File: src/rtl/vedic_mac_pipe_pkg.sv
// Shared constants and types for the Vedic multiply-accumulate pipeline.
//   DATA_WIDTH_DEF : default operand width N
//   ACC_GUARD_DEF  : default accumulator guard bits
//   PIPE_LAT       : register stages from input transfer to outValid
//   acc_width()    : accumulator width, 2N + guard bits
package vedic_mac_pipe_pkg;

  localparam int DATA_WIDTH_DEF = 8;
  localparam int ACC_GUARD_DEF  = 4;
  localparam int PIPE_LAT       = 3;

  function automatic int acc_width(input int n, input int guard);
    return 2 * n + guard;
  endfunction

  // Per-beat control that travels down the pipe alongside the data.
  typedef struct packed {
    logic sgn;    // two's-complement beat
    logic accum;  // add into accumulator
    logic clear;  // restart accumulator from this product
  } beat_ctrl_t;

endpackage

File: src/rtl/vedic_mult_half.sv
// Combinational unsigned HALF_W x HALF_W multiplier, Urdhva-Tiryagbhyam
// (vertical and crosswise) style: every output column k is the sum of all
// bit products a[i]&b[j] with i+j==k plus the carry out of column k-1.
//   a, b : HALF_W-bit unsigned operands
//   p    : 2*HALF_W-bit unsigned product
module vedic_mult_half #(
  parameter int HALF_W = 4
) (
  input  logic [HALF_W-1:0]   a,
  input  logic [HALF_W-1:0]   b,
  output logic [2*HALF_W-1:0] p
);

  localparam int PW = 2 * HALF_W;

  // Column sum plus incoming carry never exceeds PW bits.
  logic [PW-1:0] col;
  logic [PW-1:0] carry;

  always_comb begin
    p     = '0;
    col   = '0;
    carry = '0;
    for (int k = 0; k < PW; k++) begin
      col = carry;
      for (int i = 0; i < HALF_W; i++) begin
        for (int j = 0; j < HALF_W; j++) begin
          if (i + j == k) col = col + {{(PW-1){1'b0}}, a[i] & b[j]};
        end
      end
      p[k]  = col[0];
      carry = col >> 1;
    end
  end

endmodule

File: src/rtl/vedic_mac_pipe.sv
// Three-stage pipelined Vedic multiply-accumulate.
//   S1: operand magnitudes, product sign, beat control
//   S2: four half-width Vedic partial products
//   S3: recombine, apply sign, extend, accumulate, register result
// Ports:
//   clk, rst               : rising-edge clock, async active-high reset
//   inData_A, inData_B     : N-bit operands
//   inSigned               : 1 = two's-complement beat
//   inAccum, inClear       : accumulate / restart-accumulator controls
//   inValid, inReady       : input handshake (inReady = pipeline advance)
//   outData_C              : ACC_W-bit result
//   outOvf                 : sticky accumulator overflow
//   outValid, outReady     : output handshake
module vedic_mac_pipe
  import vedic_mac_pipe_pkg::*;
#(
  parameter  int DATA_WIDTH = DATA_WIDTH_DEF,
  parameter  int ACC_GUARD  = ACC_GUARD_DEF,
  localparam int ACC_W      = acc_width(DATA_WIDTH, ACC_GUARD)
) (
  input  logic                  clk,
  input  logic                  rst,
  input  logic [DATA_WIDTH-1:0] inData_A,
  input  logic [DATA_WIDTH-1:0] inData_B,
  input  logic                  inSigned,
  input  logic                  inAccum,
  input  logic                  inClear,
  input  logic                  inValid,
  output logic                  inReady,
  output logic [ACC_W-1:0]      outData_C,
  output logic                  outOvf,
  output logic                  outValid,
  input  logic                  outReady
);

  localparam int N = DATA_WIDTH;
  localparam int H = N / 2;
  localparam int P = 2 * N;

  // ---------------- handshake / valid shift register ----------------
  logic              adv;
  logic [PIPE_LAT:1] vld_q;
  logic [PIPE_LAT:0] vld_pipe;

  assign vld_pipe = {vld_q, inValid};
  assign outValid = vld_pipe[PIPE_LAT];
  // The whole pipe moves together; a full output that is not being taken
  // freezes every stage, which also freezes the accumulator.
  assign adv      = ~outValid | outReady;
  assign inReady  = adv;

  // ---------------- S1: sign / magnitude ----------------
  logic         a_neg, b_neg;
  logic [N-1:0] a_mag, b_mag;
  beat_ctrl_t   in_ctrl;

  // Negating -2^(N-1) in N bits yields 2^(N-1) read as unsigned.
  assign a_neg   = inSigned & inData_A[N-1];
  assign b_neg   = inSigned & inData_B[N-1];
  assign a_mag   = a_neg ? -inData_A : inData_A;
  assign b_mag   = b_neg ? -inData_B : inData_B;
  assign in_ctrl = '{sgn: inSigned, accum: inAccum, clear: inClear};

  logic [N-1:0] s1_a, s1_b;
  logic         s1_neg;
  beat_ctrl_t   s1_ctrl;

  // ---------------- S2: Vedic partial products ----------------
  // Index 3 = hi*hi, 2 = lo*hi, 1 = hi*lo, 0 = lo*lo (A term first).
  logic [3:0][H-1:0] pp_a, pp_b;
  logic [3:0][N-1:0] pp_c;
  logic [3:0][N-1:0] s2_pp;
  logic              s2_neg;
  beat_ctrl_t        s2_ctrl;

  assign pp_a = {s1_a[N-1:H], s1_a[H-1:0], s1_a[N-1:H], s1_a[H-1:0]};
  assign pp_b = {s1_b[N-1:H], s1_b[N-1:H], s1_b[H-1:0], s1_b[H-1:0]};

  for (genvar g = 0; g < 4; g++) begin : g_pp
    vedic_mult_half #(.HALF_W(H)) u_mult (
      .a (pp_a[g]),
      .b (pp_b[g]),
      .p (pp_c[g])
    );
  end

  // ---------------- S3: recombine + accumulate ----------------
  logic [P-1:0]     hh_w, mid_w, ll_w, mag, prod;
  logic [ACC_W-1:0] ext, acc, acc_n, out_n;
  logic [ACC_W:0]   sum;
  logic             add_ovf, ovf_n;

  assign hh_w  = {s2_pp[3], {N{1'b0}}};
  assign mid_w = ({{N{1'b0}}, s2_pp[2]} + {{N{1'b0}}, s2_pp[1]}) << H;
  assign ll_w  = {{N{1'b0}}, s2_pp[0]};
  assign mag   = hh_w + mid_w + ll_w;
  assign prod  = s2_neg ? -mag : mag;
  assign ext   = s2_ctrl.sgn ? {{ACC_GUARD{prod[P-1]}}, prod}
                             : {{ACC_GUARD{1'b0}}, prod};

  assign sum = {1'b0, acc} + {1'b0, ext};

  // Overflow rule follows the beat's own signedness.
  always_comb begin
    if (s2_ctrl.sgn)
      add_ovf = (acc[ACC_W-1] == ext[ACC_W-1]) && (sum[ACC_W-1] != acc[ACC_W-1]);
    else
      add_ovf = sum[ACC_W];
  end

  always_comb begin
    acc_n = acc;
    ovf_n = outOvf;
    out_n = ext;
    if (s2_ctrl.accum) begin
      if (s2_ctrl.clear) begin
        acc_n = ext;
        ovf_n = 1'b0;
      end else begin
        acc_n = sum[ACC_W-1:0];
        ovf_n = outOvf | add_ovf;
      end
      out_n = acc_n;
    end
  end

  // ---------------- registers ----------------
  always_ff @(posedge clk or posedge rst) begin
    if (rst) begin
      vld_q     <= '0;
      s1_a      <= '0;
      s1_b      <= '0;
      s1_neg    <= 1'b0;
      s1_ctrl   <= '0;
      s2_pp     <= '0;
      s2_neg    <= 1'b0;
      s2_ctrl   <= '0;
      acc       <= '0;
      outData_C <= '0;
      outOvf    <= 1'b0;
    end else if (adv) begin
      vld_q   <= vld_pipe[PIPE_LAT-1:0];
      s1_a    <= a_mag;
      s1_b    <= b_mag;
      s1_neg  <= a_neg ^ b_neg;
      s1_ctrl <= in_ctrl;
      s2_pp   <= pp_c;
      s2_neg  <= s1_neg;
      s2_ctrl <= s1_ctrl;
      // Only a real beat leaving S2 touches the result and accumulator.
      if (vld_pipe[2]) begin
        acc       <= acc_n;
        outData_C <= out_n;
        outOvf    <= ovf_n;
      end
    end
  end

endmodule

File: config.mk
export PLATFORM = sky130hd
export DESIGN_NAME = vedic_mac_pipe
export DESIGN_NICKNAME = d
export VERILOG_FILES = /design/src/rtl/vedic_mac_pipe_pkg.sv /design/src/rtl/vedic_mult_half.sv /design/src/rtl/vedic_mac_pipe.sv
export SDC_FILE = /design/constraint.sdc
export NUM_CORES = 1
export LEC_CHECK = 0
export BUFFER_PORTS_ARGS = -buffer_cell sky130_fd_sc_hd__buf_2
export CAP_MARGIN = 40
export CORE_ASPECT_RATIO = 1.4
export CORE_MARGIN = 2
export CORE_UTILIZATION = 30
export CTS_CLUSTER_DIAMETER = 40
export DETAILED_ROUTE_END_ITERATION = 12
export PLACE_DENSITY_LB_ADDON = 0.1
export SLEW_MARGIN = 20
export SYNTH_ARGS = -nofsm -noshare
export SYNTH_HDL_FRONTEND = slang
export SYNTH_SLANG_ARGS = --single-unit
export TNS_END_PERCENT = 50
File: constraint.sdc
create_clock -name clk -period 8.8 [get_ports clk]
set_input_delay 0.44 -clock clk [delete_from_list [all_inputs] [get_ports clk]]
set_output_delay 0.44 -clock clk [all_outputs]
set_load 0.01 [all_outputs]
==> results of run 1 <==
metrics by stage:
| stage | utilization | hold WS [ps] | area [um2] | setup WS [ps] | instances |
|---|---|---|---|---|---|
| floorplan | - | 438.6 | 7690 | 3227 | 909 |
| global placement | 0.3242 | 453.4 | 8200 | 2949 | 1233 |
| detailed placement | 0.3245 | 455.2 | 8208 | 2909 | 1234 |
| CTS | 0.3359 | 201.0 | 8496 | 2898 | 1250 |
| global route | 0.3359 | 232.7 | 8496 | 2304 | 1250 |
| finish | 0.3359 | 168.9 | 8496 | 2900 | 1250 |
state kept, by name, summed over array words and instances (netlist names):
register,flops
outData_C,20
hh_w,8
s1_a,8
outOvf,1
s1_neg,1
s2_neg,1
s1_ctrl,3
acc,20
s2_ctrl,3
ll_w,8
vld_q,3
s2_pp,16
s1_b,8
cell usage after synthesis (all sizes together), types with 3 or more instances:
master | number | area (um2)
mux2i | 9 | 90.09
a31oi | 8 | 50.05
o21a | 4 | 30.03
or3 | 6 | 37.54
o21ai | 62 | 310.3
o211ai | 13 | 102.6
xnor2 | 36 | 315.3
nor3 | 3 | 20.02
ha | 59 | 738.2
xor2 | 21 | 191.4
fa | 35 | 700.7
clkbuf | 47 | 176.4
dfrtp | 100 | 2502
and2 | 28 | 175.2
nor2b | 3 | 18.77
nand3 | 18 | 90.09
nand4 | 5 | 31.28
o31ai | 4 | 30.03
a21oi | 74 | 374.1
nor2 | 73 | 274.0
nand2b | 7 | 43.79
a21o | 9 | 67.56
or2 | 3 | 21.28
nor4 | 3 | 33.78
a22oi | 6 | 45.04
a211oi | 8 | 65.06
inv | 71 | 266.5
o21bai | 7 | 52.55
nand2 | 162 | 608.1
area by class of cell:
| type | instances | area, um2 |
|---|---|---|
| fill | 2767 | 16800 |
| clock inverter | 6 | 48.80 |
| clock buffer | 10 | 239.0 |
| inverter | 71 | 269.0 |
| multi-input combinational | 691 | 4752 |
| timing repair buffer | 53 | 285.3 |
| sequential | 100 | 2502 |
| tap | 319 | 399.1 |
critical path, stage by stage, from the launching register on:
cell and delay [ps]:
dfrtp_1 360, ha_1 170, inv_1 60, fa_1 400
inv_1 70, a21oi_1 60, o21bai_1 250, xor2_1 250
ha_1 300, a21oi_1 240, o21ai_1 150, xor2_1 220
nor4_1 530, nand4_1 170, o21ai_0 230, xor2_1 290
inv_1 80, ha_1 330, and4_1 200, and2_1 170
a22oi_1 230, a21oi_1 130, a211oi_1 390, xor2_1 100
or3_1 320, a31oi_1 130
layer usage:
metal,global-route usage,vias up
met2,0.2958,69
met4,0.04751,0
met5,0,-
met1,0.1725,2876
li1,-,3078
met3,0.01881,22
worst min path at each step:
stage / end / slack (ps) / depth (start not counted)
3_5_place_dp: vld_q[2] / 460 / 2
5_1_grt: outData_C[4] / 230 / 2
6_report: outData_C[3] / 170 / 2
3_3_place_gp: vld_q[2] / 450 / 2
2_1_floorplan: s1_ctrl[0] / 440 / 2
4_1_cts: outData_C[4] / 200 / 2
kinds of logic (layout without fill, tap and decap cells):
group                      Yosys count  count (layout)  synth area share
AOI/OAI and AO/OA                  211             211            0.1663
adders and majority gates           94              94            0.1871
muxes                               11              11           0.01464
buffers and inverters              118             140           0.05760
and+or+nand+nor                    318             318            0.1830
xor gates and xnor gates            57              57           0.06590
DFF                                100             100            0.3254
==> out/metrics.yaml, run 1 <==
floorplanning:
  rows: 69
  io_pins: 46
  die-width_um: 139.3
  die_h_um: 193.4
  core_area_um2: 25300
  dieArea_um2: 26950
  start_util: 0.3040
timing:
  rsz0062_at_grt: "false"
  slew_violations: 0
  period_share: 0.6705
  tightest_slew_ps: 746.4
  slew_headroom: 0.4971
  max_freq_ghz: 0.1695
  setup_tns_ps: 0
  min_period_ps: 5900
  finClkSkew_ps: 8.805
  setup_viol: 0
  hold_violations: 0
grt:
  grt_overflow: 0
  grt_pass1_wl_um: 32980
  antenna_found_initial: 0
  grt_pass1_vias: 6343
  grt.total_usage: 0.1531
  grt_max_degree: 71
critical_path:
  worst-setup-path-type: "register to register"
  crit_start: "s2_pp[8]"
  cp_max_fo: 4
  cp-start-kind: "register"
  rrSetupSlack_ps: 2900
  r2r-end: "outOvf"
  endpoint: "outOvf"
  endpoint_kind: "register"
  required_ps: 9080
  r2r_start: "s2_pp[8]"
  r2r_cells: 25
  critPathArrivalTime_ps: 6180
synth:
  synth_edf_count: 0
  syn_inst: 909
  avgSynthCellArea_um2: 8.460
  synthDistinctLibCells: 56
  synthFlopType: "dfrtp_1"
  yosysSeqAreaShare: 0.3254
  netlist_area_um2: 7690
  syn-num-nets: 1026
  synth-seq-cells: 100
  async_reset_ff_frac: 1.000
  synth.yosys.warnings: 0
clock_network:
  cts_setup_buffers: 0
  clkLatencyLatePin_ps: 360
  cts.sinks: 100
  cts_max_level: 3
  cts_root_buf: "clkbuf_16"
  clockBufferDepth: 2
  numCtsBuffers: 9
  cts_tree: "yes"
  ctsHoldBuffers: 0
  cts-resized-gates: 0
  path_clk_slew_ps: 80
outcome:
  status: "complete, no violations"
drt:
  highest_layer: "met4"
  wl_per_cell_um: 15.77
  drc: 0
  met3_length_um: 373
  routedLengthMet1_um: 8054
  drt-total-wl_um: 19710
  antenna_left: 0
  via_per_inst: 4.836
  dr_total_vias: 6045
  drtPass1Iterations: 4
  wl_met2_um: 10930
  drtIter0Drc: 257
final_layout:
  mostFrequentLayoutCells: "nand2_1 (162), dfrtp_1 (100), nor2_1 (73), a21oi_1 (73), inv_1 (69)"
  area_growth_pct: 10.48
  layout_commonest_cell: "nand2_1"
  drive_gt1_frac: 0.09130
  nets: 1043
  diodes: 0
flow_run:
  max_cap_viol_count: 0
placed_design:
  io_buffers: 45
  gp_congestion: 0.8272
  hpwlAfterDp_um: 15060
worst_hold_path:
  hold_path_class: "input pin to async pin"
Power of run 1 is left out: the tool's default activity adds up to more than one toggle a clock period on the data nets, which glitch-free logic cannot reach.
==> run 2, diff against run 1 <==
==> constraint.sdc (replaced) <==
create_clock -name clk -period 5.4 [get_ports clk]
set_input_delay 0.27 -clock clk [delete_from_list [all_inputs] [get_ports clk]]
set_output_delay 0.27 -clock clk [all_outputs]
set_load 0.01 [all_outputs]
==> run 2 against run 1 <==
  * The run now ends with negative hold slack left
  * Register-to-register slack worse by 2900 ps
  * Design area up 15%
  * Utilization up 5.2 points
  * Cell count up 8.7%
  * Worst hold slack worse by 190 ps
  * First-iteration DRC count down 35%
==> out/metrics.yaml, run 2 (synthesized netlist as in run 1, its figures left out) <==
timing:
  hold_violations: 17  # +17
  rsz0062_at_grt: "true"
  period_share: 0.9933  # +0.3229
  setup_tns_ps: 0  # unchanged
  slew_violations: 0  # unchanged
  max_freq_ghz: 0.1864  # +10%
  finClkSkew_ps: 9.595  # +0.7895 ps
  slew_headroom: 0.3971  # -0.1000
  tightest_slew_ps: 894.9  # +148.5 ps
  setup_viol: 0  # unchanged
  timing.hold.ws_ps: -16.23  # -185.1 ps
  min_period_ps: 5364  # -536.1 ps
drt:
  drc: 0  # unchanged
  wl_per_cell_um: 15.73  # -0.23%
  drtPass1Iterations: 7  # +3
  drt-total-wl_um: 21380  # +8.5%
  dr_total_vias: 6486  # +7.3%
  drtIter0Drc: 168  # -35%
  via_per_inst: 4.773  # -1.3%
  antenna_left: 0  # unchanged
placed_design:
  hpwlAfterDp_um: 16180  # +7.4%
  gp_congestion: 0.8168  # -1.3%
  io_buffers: 45  # unchanged
grt:
  grt_overflow: 0  # unchanged
  grt_pass1_wl_um: 34860  # +5.7%
  antenna_found_initial: 0  # unchanged
  grt.total_usage: 0.1639  # +0.01075
  grt_max_degree: 73  # +2.8%
  grt_pass1_vias: 6761  # +6.6%
floorplanning:
  dieArea_um2: 26950  # unchanged
  rows: 69  # unchanged
  io_pins: 46  # unchanged
  start_util: 0.3040  # unchanged
  die_h_um: 193.4  # unchanged
  die-width_um: 139.3  # unchanged
  core_area_um2: 25300  # unchanged
final_layout:
  drive_gt1_frac: 0.2750  # +0.1837
  reg.largest.list: "acc: 20 flops, outData_C: 20 flops, s2_pp: 16 flops"
  seqCellArea_um2: 2502  # unchanged
  multi_input_area_um2: 5205  # +9.5%
  final_util: 0.3876  # +0.05174
  diodes: 0  # unchanged
  area_growth_pct: 27.50
  mostFrequentLayoutCells: "nand2_1 (161), buf_4 (113), dfrtp_1 (100), nor2_1 (71), a21oi_1 (57)"
  nets: 1152  # +10%
  layout_commonest_cell: "nand2_1"
  fill_cells: 2589  # -6.4%
clock_network:
  cts_max_level: 3  # unchanged
  clockBufferDepth: 2  # unchanged
  clkLatencyLatePin_ps: 370  # about the same
  cts.sinks: 100  # unchanged
  path_clk_slew_ps: 70  # about the same
  cts_tree: "yes"
  numCtsBuffers: 9  # unchanged
  ctsHoldBuffers: 0  # unchanged
  cts_root_buf: "clkbuf_16"
critical_path:
  endpoint_kind: "register"
  r2r_cells: 21  # -16%
  critPathArrivalTime_ps: 5590  # -590 ps
  rrSetupSlack_ps: 40  # -2860 ps
  cp-start-kind: "register"
  required_ps: 5630  # -3450 ps
  cp_max_fo: 4  # unchanged
  worst-setup-path-type: "register to register"
flow_run:
  max_cap_viol_count: 0  # unchanged
outcome:
  status: "complete, but fails checks"
  violations: "negative hold slack"
worst_hold_path:
  hold_path_class: "input pin to async pin"
==> run 2: layout make-up <==
cell class,instances,area share
Clock buffer,10,0.02335
Multi-Input combinational cell,691,0.5309
Sequential cell,100,0.2552
Clock inverter,6,0.007402
Inverter,71,0.02744
Timing Repair Buffer,162,0.1150
Tap cell,319,0.04071
==> run 2: final timing paths <==
path	from	endpoint
max in group asynchronous	rst	s2_pp[14]
hold / removal	rst	outData_C[0]
setup reg to reg	s1_b[0]	ll_w[6]
min in group clk	inValid	vld_q[1]
hold reg to reg	s1_ctrl[0]	s1_ctrl[0]
setup / recovery	s1_b[0]	ll_w[6]
==> run 2: per-stage QoR <==
step,setup slack (ps),cells,cell area [um2]
6_report,36.09,1359,9804
3_3_place_gp,-174.7,1323,8886
3_5_place_dp,-171.6,1325,8901
5_1_grt,-276.4,1359,9804
4_1_cts,-61.19,1353,9449
2_1_floorplan,-22.11,909,7722
==> run 2: per-layer routing <==
layer	vias to the layer above	wire length (um)	GRT usage
li1	3290	-	-
met1	3087	8711	0.1763
met2	82	11860	0.3226
met3	27	380	0.02005
met4	0	431	0.05836
met5	-	0	0
==> run 2: repair_timing <==
item | in CTS | in global routing
buffers inserted | 12 | 9
gates resized for setup | 46 | 58
pin swaps | 42 | 67
setup endpoints to repair | 13 | 19
endpoints found under the hold margin | 0 | 0
==> run 2: worst max-delay path, cell delays in order, from the launching register on <==
cell and delay, ps:
dfrtp_1 410, and2_1 150, ha_1 200, ha_1 280, inv_1 50, fa_1 380, inv_1 60, ha_1 110
inv_1 50, fa_1 520, inv_1 50, fa_2 340, inv_2 60, fa_1 420, fa_1 510, inv_1 40
ha_1 190, fa_1 470, inv_1 50, fa_2 330, fa_1 480, a21oi_1 60
Power of run 2 is left out for the same reason.
==> run 3, diff against run 2 <==
--- a/config.mk
+++ b/config.mk
@@ -10,11 +10,12 @@
 export CORE_ASPECT_RATIO = 1.4
 export CORE_MARGIN = 2
 export CORE_UTILIZATION = 30
-export CTS_CLUSTER_DIAMETER = 40
+export CTS_CLUSTER_DIAMETER = 120
 export DETAILED_ROUTE_END_ITERATION = 12
 export PLACE_DENSITY_LB_ADDON = 0.1
 export SLEW_MARGIN = 20
 export SYNTH_ARGS = -nofsm -noshare
 export SYNTH_HDL_FRONTEND = slang
+export SYNTH_HIERARCHICAL = 1
 export SYNTH_SLANG_ARGS = --single-unit
 export TNS_END_PERCENT = 50
==> run 3 against run 2 <==
  * The flow now finishes without violations
  * Area after synthesis is 0.50% higher
  * Critical path depth is 2 lower
  * Worst hold slack better by 120 ps
  * Non-clock buffer count is 9 lower
  * Utilization is 0.51 points higher
  * Wire length is 1.7% lower
  * Cell count is 0.52% higher
  * First-iteration DRC count is 7.7% higher
  * Flip-flop and latch count stayed put
  * Global-route usage is 0.31 points lower
  * Critical path type unchanged
==> out/metrics.yaml, run 3 <==
critical_path:
  required_ps: 5650  # +20 ps
  slowest_stage: "fa_1"
  cp_common_cell: "fa_1"
  path_cells: "buf_4, and2_1, ha_4, fa_2, ha_4, fa_1, inv_1, fa_2, inv_2, fa_1, fa_1, ha_2, fa_1, inv_1, fa_2, fa_1, inv_1, nand2_1, nand2_1"
  worst-setup-path-type: "register to register"
  r2r_cells: 19  # -9.5%
  crit_cells: 19  # -9.5%
  cp_max_fo: 4  # unchanged
  critPathMaxStageDelay_ps: 520  # about the same
  endpoint_kind: "register"
  cp_top_family: "adder cells"
  path_buf_inv: 5  # -2
  critPathArrivalTime_ps: 5600  # about the same
  cp-start-kind: "register"
synth:
  syn-num-nets: 1027  # +0.097%
  yosysSeqAreaShare: 0.3238  # -0.001633
  synth_edf_count: 0  # unchanged
  synthSimpleGateAreaFrac: 0.2200  # +0.03696
  synth_top_area_frac: 0.3238  # -0.001633
  synthAdderAreaFrac: 0.1862  # -0.0009391
  netlist_area_um2: 7729  # +0.50%
  synthTopCellsByArea: "dfrtp_1 (32%), nand2_1 (10%), ha_1 (9.6%), fa_1 (9.1%), xnor2_1 (4.2%)"
  synthTopCellsByCount: "nand2_1 (205), dfrtp_1 (100), o21ai_0 (61), ha_1 (59), inv_1 (58)"
  synth_compound_area_frac: 0.1472  # -0.01913
  synth_top_family_by_area: "simple AND/OR/NAND/NOR gates"
  async_reset_ff_frac: 1.000  # unchanged
  syn_inst: 910  # +0.11%
  synth.yosys.warnings: 6  # +6
  synth_most_common_cell: "nand2_1"
  synthMuxAreaShare: 0.01441  # -0.0002354
  synthDistinctLibCells: 59  # +5.4%
  synth-xor-area-share: 0.06459  # -0.001302
  synth-seq-cells: 100  # unchanged
  synthFlopType: "dfrtp_1"
  yosys.area.top_type: "dfrtp_1"
  avgSynthCellArea_um2: 8.493  # +0.39%
final_layout:
  final_util: 0.3927  # +0.005090
  mostFrequentLayoutCells: "nand2_1 (205), buf_4 (100), dfrtp_1 (98), o21ai_0 (54), nor2_1 (49)"
  diodes: 0  # unchanged
  nets: 1159  # +0.61%
  drive_gt1_frac: 0.2627  # -0.01234
  fin_cells: 1366  # +0.52%
  reg.largest.list: "acc: 20 flops, outData_C: 20 flops, s2_pp: 16 flops"
  layout_commonest_cell: "nand2_1"
  area_growth_pct: 28.96
timing:
  max_freq_ghz: 0.1869  # +0.26%
  min_period_ps: 5350  # -13.75 ps
  setup_viol: 0  # unchanged
  worst_slack_ps: 49.84  # +13.75 ps
  slew_headroom: 0.4932  # +0.09608
  hold_violations: 0  # -17
  rsz0062_at_grt: "true"
  slew_violations: 0  # unchanged
  setup_tns_ps: 0  # unchanged
  tightest_slew_ps: 760.2  # -134.7 ps
  period_share: 0.9908  # -0.002547
  finClkSkew_ps: 8.834  # -0.7605 ps
placed_design:
  gp_congestion: 0.8233  # +0.80%
  place_ws_ps: -204.3  # -32.64 ps
  io_buffers: 45  # unchanged
  hpwlAfterDp_um: 16250  # +0.46%
  place_inst: 1334  # +0.68%
floorplanning:
  start_util: 0.3045  # +0.0004941
  die_h_um: 193.9  # +0.25%
  die-width_um: 139.7  # +0.24%
  io_pins: 46  # unchanged
  dieArea_um2: 27080  # +0.49%
  core_area_um2: 25380  # +0.34%
  rows: 69  # unchanged
grt:
  grt_pass1_wl_um: 34750  # -0.32%
  grt_overflow: 0  # unchanged
  grt_max_degree: 64  # -12%
  grt_pass1_vias: 6788  # +0.40%
  grt.total_usage: 0.1608  # -0.003139
  antenna_found_initial: 0  # unchanged
clock_network:
  cts_max_level: 3  # unchanged
  numCtsBuffers: 9  # unchanged
  clockBufferDepth: 2  # unchanged
  cts.sinks: 100  # unchanged
  clkLatencyLatePin_ps: 360  # about the same
  path_clk_slew_ps: 80  # about the same
  cts_tree: "yes"
  cts_root_buf: "clkbuf_16"
drt:
  drc: 0  # unchanged
  wl_per_cell_um: 15.39  # -2.2%
  drtIter0Drc: 181  # +7.7%
  drt-total-wl_um: 21030  # -1.7%
  via_per_inst: 4.698  # -1.6%
  antenna_left: 0  # unchanged
  dr_total_vias: 6417  # -1.1%
  drtPass1Iterations: 4  # -3
outcome:
  status: "complete, no violations"
flow_run:
  max_cap_viol_count: 0  # unchanged
worst_hold_path:
  min_delay_path_depth: 3
  hold_path_class: "input pin to register"
-- run 3: changes by cell type after synthesis, sizes merged, moves of 5 or more --
cell / delta
a21o: +5
nand2: +43
o211ai: -9
nor2b: +5
a21oi: -22
and2: +20
nor2: -22
clkbuf: -23
inv: -13
buf: +8
-- run 3: worst paths after layout --
kind | startpoint | endpoint | slack (ps)
worst max register to register | s1_a[0] | ll_w[6] | 50
worst min-delay path | inAccum | s1_ctrl[1] | 110
worst min register to register | s1_ctrl[2] | s1_ctrl[2] | 470
min in group asynchronous | rst | outData_C[2] | 460
max in group asynchronous | rst | s2_pp[22] | 3910
worst max-delay path | s1_a[0] | ll_w[6] | 50
-- run 3: logic make-up after synthesis --
logic type                 Yosys count
and+or+nand+nor                    374
AOI/OAI and AO/OA                  184
DFF                                100
adders and majority gates           94
buffers and inverters               90
xor gates and xnor gates            57
muxes                               11
-- run 3: what timing repair did --
action	4_1_cts	5_1_grt
resized for setup	28	74
hold buffers	1	0
buffers inserted	1	14
pin swaps	17	58
hold endpoints to repair	31	0
endpoints found under the setup margin	19	24
-- run 3: layout make-up --
cell class,count,area (um2)
Tap cell,319,399.1
Multi-Input combinational cell,720,5433
Clock inverter,6,87.58
Sequential cell,100,2505
Fill cell,2662,15410
Inverter,58,222.7
Timing Repair Buffer,153,1081
Clock buffer,10,239.0
-- run 3: through the flow --
step                      cell area [um2]  hold WS (ps)
after detailed placement             9032         316.8
after CTS                            9510         97.71
after global routing                 9967         115.7
after global placement               9005         449.1
after floorplan                      7809         382.5
final                                9967         106.1
-- run 3: worst reg2reg max path, stage by stage (launching register included) --
cell and delay (ps):
dfrtp_2 450, buf_4 150, and2_1 170, ha_4 250, fa_2 380, ha_4 250, fa_1 520, inv_1 60
fa_2 380, inv_2 70, fa_1 400, fa_1 440, ha_2 190, fa_1 480, inv_1 60, fa_2 360
fa_1 510, inv_1 40, nand2_1 40, nand2_1 50
-- run 3: layer usage --
metal,global-route usage,part of all wire,vias up
li1,-,-,3302
met1,0.1785,0.41,3021
met2,0.3139,0.55,73
met3,0.02000,0.019,21
met4,0.05000,0.022,0
met5,0,0,-
Power of run 3 is left out for the same reason.
